**config.mk**
```make
export PLATFORM = sky130hd
export DESIGN_NAME = operand_fetch_flat
export DESIGN_NICKNAME = d
export VERILOG_FILES = /design/src/rtl/operand_fetch_pkg.sv /design/src/rtl/operand_fetch_if.sv /design/src/rtl/operand_fetch_hs_timeout.sv /design/src/rtl/operand_fetch.sv /design/src/flat_wrapper.sv
export SDC_FILE = /design/constraint.sdc
export NUM_CORES = 1
export LEC_CHECK = 0
export ABC_CLOCK_PERIOD_IN_PS = 5850
export BUFFER_PORTS_ARGS = -buffer_cell sky130_fd_sc_hd__buf_2
export CAP_MARGIN = 20
export CORE_ASPECT_RATIO = 0.9
export CORE_MARGIN = 2
export CORE_UTILIZATION = 50
export CTS_CLUSTER_SIZE = 40
export DETAILED_ROUTE_END_ITERATION = 8
export GPL_TIMING_DRIVEN = 0
export PLACE_DENSITY = 0.86
export SYNTH_ARGS = -nofsm -noshare
export SYNTH_HDL_FRONTEND = slang
export SYNTH_SLANG_ARGS = --single-unit
```
**constraint.sdc**
```tcl
create_clock -name clk -period 5.85 [get_ports clk]
set_input_delay 0.585 -clock clk [delete_from_list [all_inputs] [get_ports clk]]
set_output_delay 0.585 -clock clk [all_outputs]
set_load 0.005 [all_outputs]
```
**src/rtl/operand_fetch_pkg.sv**
```systemverilog
// Shared types and constants for the operand-fetch stage.
package operand_fetch_pkg;

   typedef enum logic [1:0] {
      S_IDLE,
      S_REQ,
      S_BUSY,
      S_DONE
   } state_t;

   localparam int NUM_OPS = 3;
   localparam int OP_1    = 0;
   localparam int OP_2    = 1;
   localparam int OP_3    = 2;
   localparam int TAG_W   = 8;
   localparam int ADDR_W  = 4;

   // Reads are issued strictly in operand order, so the lowest pending bit wins.
   function automatic logic [1:0] lowest_op(input logic [NUM_OPS-1:0] mask);
      if (mask[OP_1])
         return 2'(OP_1);
      else if (mask[OP_2])
         return 2'(OP_2);
      else
         return 2'(OP_3);
   endfunction

endpackage

```
**src/rtl/operand_fetch_if.sv**
```systemverilog
// Decode, register-file and execute-side signals of the operand-fetch stage.
interface operand_fetch_if
   import operand_fetch_pkg::*;
#(
   parameter int N = 32
);
   logic               in_valid;
   logic               in_ready;
   logic [ADDR_W-1:0]  in_addr_1, in_addr_2, in_addr_3;
   logic [NUM_OPS-1:0] in_use;
   logic [TAG_W-1:0]   in_tag;

   logic               rf_read_enable_1, rf_read_enable_2, rf_read_enable_3;
   logic [ADDR_W-1:0]  rf_in_address_1, rf_in_address_2, rf_in_address_3;
   logic [N-1:0]       rf_out_data_1, rf_out_data_2, rf_out_data_3;
   logic               rf_ack;

   logic               out_valid;
   logic               out_ready;
   logic [N-1:0]       out_op_1, out_op_2, out_op_3;
   logic [TAG_W-1:0]   out_tag;
   logic               out_err;

   modport master (
      input  in_valid, in_addr_1, in_addr_2, in_addr_3, in_use, in_tag,
      input  rf_out_data_1, rf_out_data_2, rf_out_data_3, rf_ack, out_ready,
      output in_ready, rf_read_enable_1, rf_read_enable_2, rf_read_enable_3,
      output rf_in_address_1, rf_in_address_2, rf_in_address_3,
      output out_valid, out_op_1, out_op_2, out_op_3, out_tag, out_err
   );

   modport slave (
      output in_valid, in_addr_1, in_addr_2, in_addr_3, in_use, in_tag,
      output rf_out_data_1, rf_out_data_2, rf_out_data_3, rf_ack, out_ready,
      input  in_ready, rf_read_enable_1, rf_read_enable_2, rf_read_enable_3,
      input  rf_in_address_1, rf_in_address_2, rf_in_address_3,
      input  out_valid, out_op_1, out_op_2, out_op_3, out_tag, out_err
   );

endinterface

```
**src/rtl/operand_fetch_hs_timeout.sv**
```systemverilog
// Per-phase handshake watchdog: down-counter loaded on clear, expires at terminal count.
module hs_timeout #(
   parameter int TIMEOUT = 64
) (
   input  logic clk,
   input  logic rst,
   input  logic clear,
   input  logic en,
   output logic expired
);
   localparam int CW = $clog2(TIMEOUT + 1);
   localparam logic [CW-1:0] LOAD = CW'(TIMEOUT - 1);

   logic [CW-1:0] count;

   always_ff @(posedge clk) begin
      if (rst)
         count <= '0;
      else if (clear)
         count <= LOAD;
      else if (en && (count != '0))
         count <= count - CW'(1);
   end

   // Terminal count is reached on the TIMEOUT-th cycle of the phase.
   assign expired = en && (count == '0);

endmodule

```
**src/rtl/operand_fetch.sv**
```systemverilog
// Serializes up to three register-file reads per instruction and hands the operand bundle to execute.
//  state  | meaning
//  S_IDLE | ready for a decoded instruction
//  S_REQ  | read enable up, waiting for register file to go busy (ack=0)
//  S_BUSY | read in flight, waiting for ack=1 to capture data
//  S_DONE | bundle valid, waiting for execute to take it
module operand_fetch
   import operand_fetch_pkg::*;
#(
   parameter int N       = 32,
   parameter int TIMEOUT = 64
) (
   input logic            clk,
   input logic            rst,
   operand_fetch_if.master bus
);
   state_t             state, state_n;
   logic [NUM_OPS-1:0] pend_q, pend_left;
   logic [ADDR_W-1:0]  addr_q [NUM_OPS];
   logic [N-1:0]       op_q   [NUM_OPS];
   logic [N-1:0]       rf_data[NUM_OPS];
   logic [TAG_W-1:0]   tag_q;
   logic               err_q;
   logic [1:0]         sel;
   logic               accept, capture, abort;
   logic               rd_active, tmo_clear, tmo_expired;

   assign sel        = lowest_op(pend_q);
   assign pend_left  = pend_q & ~(NUM_OPS'(1) << sel);
   assign rf_data[OP_1] = bus.rf_out_data_1;
   assign rf_data[OP_2] = bus.rf_out_data_2;
   assign rf_data[OP_3] = bus.rf_out_data_3;

   always_ff @(posedge clk) begin
      if (rst)
         state <= S_IDLE;
      else
         state <= state_n;
   end

   always_comb begin
      state_n = state;
      accept  = 1'b0;
      capture = 1'b0;
      abort   = 1'b0;
      case (state)
         S_IDLE: if (bus.in_valid) begin
            accept  = 1'b1;
            state_n = (bus.in_use == '0) ? S_DONE : S_REQ;
         end
         // ack already low on entry means another requester holds the file; treat as accepted.
         S_REQ: if (!bus.rf_ack) begin
            state_n = S_BUSY;
         end else if (tmo_expired) begin
            abort   = 1'b1;
            state_n = S_DONE;
         end
         S_BUSY: if (bus.rf_ack) begin
            capture = 1'b1;
            state_n = (pend_left != '0) ? S_REQ : S_DONE;
         end else if (tmo_expired) begin
            abort   = 1'b1;
            state_n = S_DONE;
         end
         S_DONE: if (bus.out_ready) state_n = S_IDLE;
         default: state_n = S_IDLE;
      endcase
   end

   always_ff @(posedge clk) begin
      if (rst) begin
         pend_q <= '0;
         tag_q  <= '0;
         err_q  <= 1'b0;
         for (int i = 0; i < NUM_OPS; i++) begin
            addr_q[i] <= '0;
            op_q[i]   <= '0;
         end
      end else begin
         if (accept) begin
            pend_q       <= bus.in_use;
            tag_q        <= bus.in_tag;
            err_q        <= 1'b0;
            addr_q[OP_1] <= bus.in_addr_1;
            addr_q[OP_2] <= bus.in_addr_2;
            addr_q[OP_3] <= bus.in_addr_3;
            for (int i = 0; i < NUM_OPS; i++) op_q[i] <= '0;
         end
         if (capture) begin
            op_q[sel] <= rf_data[sel];
            pend_q    <= pend_left;
         end
         if (abort) begin
            err_q  <= 1'b1;
            pend_q <= '0;
         end
      end
   end

   assign rd_active = (state == S_REQ) || (state == S_BUSY);
   assign tmo_clear = (state_n != state) && ((state_n == S_REQ) || (state_n == S_BUSY));

   hs_timeout #(.TIMEOUT(TIMEOUT)) u_tmo (
      .clk     (clk),
      .rst     (rst),
      .clear   (tmo_clear),
      .en      (rd_active),
      .expired (tmo_expired)
   );

   assign bus.in_ready         = (state == S_IDLE);
   assign bus.out_valid        = (state == S_DONE);
   assign bus.rf_read_enable_1 = rd_active && (sel == 2'(OP_1));
   assign bus.rf_read_enable_2 = rd_active && (sel == 2'(OP_2));
   assign bus.rf_read_enable_3 = rd_active && (sel == 2'(OP_3));
   assign bus.rf_in_address_1  = addr_q[OP_1];
   assign bus.rf_in_address_2  = addr_q[OP_2];
   assign bus.rf_in_address_3  = addr_q[OP_3];
   assign bus.out_op_1         = op_q[OP_1];
   assign bus.out_op_2         = op_q[OP_2];
   assign bus.out_op_3         = op_q[OP_3];
   assign bus.out_tag          = tag_q;
   assign bus.out_err          = err_q;

endmodule

```
**src/flat_wrapper.sv**
```systemverilog
// flat-port wrapper written by rule: the top's interface ports become plain ports
module operand_fetch_flat import operand_fetch_pkg::*;
#(
   parameter int N       = 32,
   parameter int TIMEOUT = 64
)
  (clk, rst, bus_in_valid, bus_in_addr_1, bus_in_addr_2, bus_in_addr_3, bus_in_use, bus_in_tag, bus_rf_out_data_1, bus_rf_out_data_2, bus_rf_out_data_3, bus_rf_ack, bus_out_ready, bus_in_ready, bus_rf_read_enable_1, bus_rf_read_enable_2, bus_rf_read_enable_3, bus_rf_in_address_1, bus_rf_in_address_2, bus_rf_in_address_3, bus_out_valid, bus_out_op_1, bus_out_op_2, bus_out_op_3, bus_out_tag, bus_out_err);
  operand_fetch_if #(.N(N)) bus_i ();
  input logic clk;
  input logic rst;
  input wire logic [$bits(bus_i.in_valid)-1:0] bus_in_valid;
  input wire logic [$bits(bus_i.in_addr_1)-1:0] bus_in_addr_1;
  input wire logic [$bits(bus_i.in_addr_2)-1:0] bus_in_addr_2;
  input wire logic [$bits(bus_i.in_addr_3)-1:0] bus_in_addr_3;
  input wire logic [$bits(bus_i.in_use)-1:0] bus_in_use;
  input wire logic [$bits(bus_i.in_tag)-1:0] bus_in_tag;
  input wire logic [$bits(bus_i.rf_out_data_1)-1:0] bus_rf_out_data_1;
  input wire logic [$bits(bus_i.rf_out_data_2)-1:0] bus_rf_out_data_2;
  input wire logic [$bits(bus_i.rf_out_data_3)-1:0] bus_rf_out_data_3;
  input wire logic [$bits(bus_i.rf_ack)-1:0] bus_rf_ack;
  input wire logic [$bits(bus_i.out_ready)-1:0] bus_out_ready;
  output wire logic [$bits(bus_i.in_ready)-1:0] bus_in_ready;
  output wire logic [$bits(bus_i.rf_read_enable_1)-1:0] bus_rf_read_enable_1;
  output wire logic [$bits(bus_i.rf_read_enable_2)-1:0] bus_rf_read_enable_2;
  output wire logic [$bits(bus_i.rf_read_enable_3)-1:0] bus_rf_read_enable_3;
  output wire logic [$bits(bus_i.rf_in_address_1)-1:0] bus_rf_in_address_1;
  output wire logic [$bits(bus_i.rf_in_address_2)-1:0] bus_rf_in_address_2;
  output wire logic [$bits(bus_i.rf_in_address_3)-1:0] bus_rf_in_address_3;
  output wire logic [$bits(bus_i.out_valid)-1:0] bus_out_valid;
  output wire logic [$bits(bus_i.out_op_1)-1:0] bus_out_op_1;
  output wire logic [$bits(bus_i.out_op_2)-1:0] bus_out_op_2;
  output wire logic [$bits(bus_i.out_op_3)-1:0] bus_out_op_3;
  output wire logic [$bits(bus_i.out_tag)-1:0] bus_out_tag;
  output wire logic [$bits(bus_i.out_err)-1:0] bus_out_err;
  assign bus_i.in_valid = bus_in_valid;
  assign bus_i.in_addr_1 = bus_in_addr_1;
  assign bus_i.in_addr_2 = bus_in_addr_2;
  assign bus_i.in_addr_3 = bus_in_addr_3;
  assign bus_i.in_use = bus_in_use;
  assign bus_i.in_tag = bus_in_tag;
  assign bus_i.rf_out_data_1 = bus_rf_out_data_1;
  assign bus_i.rf_out_data_2 = bus_rf_out_data_2;
  assign bus_i.rf_out_data_3 = bus_rf_out_data_3;
  assign bus_i.rf_ack = bus_rf_ack;
  assign bus_i.out_ready = bus_out_ready;
  assign bus_in_ready = bus_i.in_ready;
  assign bus_rf_read_enable_1 = bus_i.rf_read_enable_1;
  assign bus_rf_read_enable_2 = bus_i.rf_read_enable_2;
  assign bus_rf_read_enable_3 = bus_i.rf_read_enable_3;
  assign bus_rf_in_address_1 = bus_i.rf_in_address_1;
  assign bus_rf_in_address_2 = bus_i.rf_in_address_2;
  assign bus_rf_in_address_3 = bus_i.rf_in_address_3;
  assign bus_out_valid = bus_i.out_valid;
  assign bus_out_op_1 = bus_i.out_op_1;
  assign bus_out_op_2 = bus_i.out_op_2;
  assign bus_out_op_3 = bus_i.out_op_3;
  assign bus_out_tag = bus_i.out_tag;
  assign bus_out_err = bus_i.out_err;
  operand_fetch #(.N(N), .TIMEOUT(TIMEOUT)) u_core (.clk(clk), .rst(rst), .bus(bus_i));
endmodule
```
==> results.py <==
metrics = {
    "synthesis": {
        "synth_area_um2": 5112,
        "yosysSeqAreaShare_pct": 71.66,
        "ys_ff_latch": 129,
        "yosys_warnings": 0,
        "syn_area_per_cell_um2": 13.74,
        "synth_fp_nets": 502,
        "ys_types": 39,
        "synth_cells": 372,
    },
    "status": {
        "status": "completed",
    },
    "worst_hold_path": {
        "hold_class": "in -> reg",
        "min_from": "bus_in_tag[1]",
    },
    "clocking": {
        "tritoncts": "yes",
        "clk_latency_ps": 400,
        "postCtsHoldBufs": 0,
        "htreeDepth": 4,
        "numCtsBuffers": 17,
        "clk_pin_slew_ps": 60,
        "clockRootBuffer": "clkbuf_16",
        "cts_sinks": 129,
        "post_cts_buffers": 0,
        "clockBufferDepth": 2,
        "cts_resized": 0,
    },
    "drt": {
        "firstDrtPassIters": 4,
        "ant_nets": 0,
        "num_vias": 3900,
        "wl_per_cell_um": 16.01,
        "wl_um": 12500,
        "drc": 0,
        "dr.first_iter.drc_count": 186,
        "vias_per_cell": 4.994,
    },
    "power": {
        "p_leak_nw": 3.440,
        "ir_drop_uv": 290.0,
        "finalPower_mw": 3.105,
        "p_per_area_nw_per_um2": 433.0,
    },
    "global_route": {
        "grtUsageTotal_pct": 22.28,
        "grt_pass1_vias": 3945,
        "grt_overflow": 0,
        "grt_max_degree": 26,
        "antenna_found_initial": 0,
        "grt_pass1_wl_um": 19510,
    },
    "placement": {
        "pre_cts_ws_ps": 3058,
        "hpwlAfterDp_um": 9434,
        "placed_cells": 749,
        "place_area_um2": 6576,
        "io_buffer_count": 244,
        "gp_congestion": 0.8404,
    },
    "layout": {
        "antenna_cells": 0,
        "final_core_util_pct": 70.88,
        "nNetsFinal": 769,
        "multiInputGateArea_um2": 1343,
        "seq_area_um2": 3664,
        "final_cells": 781,
        "finalInstanceArea_um2": 7171,
        "drive_above_1_share_pct": 44.17,
        "syn2layout_area_growth_pct": 40.26,
        "fillers": 725,
    },
    "sta": {
        "whs_ps": 420.6,
        "rsz0062_at_grt": "false",
        "period_needed_ps": 2797,
        "fmax_mhz": 357.6,
        "setup_viol": 0,
        "min_period_over_period_pct": 47.81,
        "finalSetupTns_ps": 0,
        "skew_ps": 9.209,
        "slew_headroom_pct": 48.83,
        "setup_slack_ps": 3053,
        "worst_pin_slew_ps": 760.6,
        "hold_violations": 0,
        "drv_slew": 0,
    },
    "floorplanning": {
        "io_pins": 246,
        "core.rowCount": 35,
        "die-area_um2": 11050,
        "core_area_um2": 10120,
        "die_y_um": 99.93,
        "start_util_pct": 50.54,
        "die_w_um": 110.6,
    },
    "setup_path": {
        "critPathKind": "reg -> reg",
        "startpoint": "u_core.state[0]",
        "crit_fanout": 22,
        "critPathLaunchType": "register",
        "max_stage_delay_ps": 630,
        "worst_setup_path_end_kind": "register",
        "arrival_ps": 2900,
        "path_cells": "inv_1, ha_1, nand2_1, nor4_1, nand2b_1, buf_16",
        "rr_startpoint": "u_core.state[0]",
        "cp_data_required_time_ps": 5950,
        "crit_slowest_cell": "nor4_1",
    },
    "job": {
        "maxCapViolCount": 0,
    },
}
worst paths after layout:
kind,endpoint,cells past startpoint,slack [ps]
max,u_core.op_q[2][3],6,3050
min,u_core.bus.out_tag[1],3,420
max reg2reg,u_core.op_q[2][3],6,3050
min reg2reg,u_core.bus.out_tag[3],2,460
synth_stat cells:
library cell / instances / share of area [%]
ha_1: 6 / 1.5
and2_1: 79 / 9.7
a31oi_1: 6 / 0.73
buf_2: 1 / 0.098
mux2i_1: 1 / 0.20
inv_1: 9 / 0.66
or2_2: 1 / 0.12
a221oi_1: 1 / 0.17
buf_1: 1 / 0.073
nor4b_1: 1 / 0.17
a21oi_1: 13 / 1.3
or3_2: 2 / 0.29
o221a_2: 1 / 0.22
xnor2_1: 4 / 0.69
nand2b_1: 4 / 0.49
a221o_2: 1 / 0.22
dfxtp_1: 21 / 8.2
o2111ai_1: 1 / 0.17
a211oi_1: 1 / 0.15
o31a_1: 1 / 0.17
clkbuf_1: 17 / 1.2
o21ai_0: 2 / 0.20
nand2_1: 27 / 2.0
o31ai_1: 1 / 0.15
o221ai_1: 1 / 0.17
and4b_1: 1 / 0.20
and3b_1: 1 / 0.17
or4_4: 1 / 0.22
xor2_1: 2 / 0.34
o41ai_2: 1 / 0.32
nand3_1: 2 / 0.20
a32oi_1: 2 / 0.34
and3_1: 32 / 3.9
nor2_1: 12 / 0.88
o21ai_1: 1 / 0.098
o311ai_1: 1 / 0.17
edfxtp_1: 108 / 63
nor4_1: 3 / 0.37
or4_2: 2 / 0.34
logic make-up after synthesis:
logic type / share of synthesized area, %
AOI/OAI and AO/OA: 4.552
xor gates and xnor gates: 1.028
adders and majority gates: 1.468
buffers and inverters: 2.080
DFF: 71.66
muxes: 0.1958
and+or+nand+nor: 19.02
sequential cells by signal, summed over array words and instances, names as in the netlist:
| name | flops |
|---|---|
| u_core.u_tmo.count | 7 |
| u_core.addr_q | 12 |
| u_core.bus.out_err | 1 |
| u_core.bus.out_tag | 8 |
| u_core.op_q | 96 |
| u_core.state | 2 |
| u_core.pend_q | 3 |
cell usage in the layout (no fill, tap or decap), types with 3 or more instances in the layout:
master,instances
nor4_1,3
and2_1,79
dfxtp_1,21
ha_1,6
inv_1,9
clkinv_4,4
edfxtp_1,108
bufinv_16,3
nand2_1,27
clkbuf_1,19
xnor2_1,4
nor2_1,12
a31oi_1,6
nand2b_1,4
clkbuf_16,17
clkinv_2,4
a21oi_1,13
buf_2,245
and3_1,32
routing by layer:
layer  track usage [%]  wire, µm  up-vias  share of wire, %
met5                 0         0        -                 0
met4             6.346       148        0               1.2
met3             6.944       846       19               6.8
met2             39.55      6693      172                54
met1             26.51      4814     1834                39
li1                  -         -     1875                 -
area by class of cell:
cell class                 count  area share [%]
buffer                        19           1.012
clock inverter                13           2.251
sequential                   129           51.09
tap                          129           2.251
multi-input combinational    215           18.72
timing repair buffer         248           18.16
inverter                       9          0.4711
clock buffer                  19           6.037
power breakdown:
| group | leakage (nW) | switching (mW) | total [mW] | internal [mW] |
|---|---|---|---|---|
| Sequential | 1.34 | 0.0815 | 1.32 | 1.24 |
| Combinational | 1.81 | 0.415 | 0.731 | 0.316 |
| Clock | 0.291 | 0.384 | 1.06 | 0.671 |
| Total | 3.44 | 0.881 | 3.11 | 2.22 |
worst max-delay path: cells and delay by family, from the launching register on:
family	cells	cell delay, ps
adders and majority gates	1	290
buffers and inverters	2	350
DFF	1	390
and+or+nand+nor	3	1450
Power figures use the tool's default switching activity.
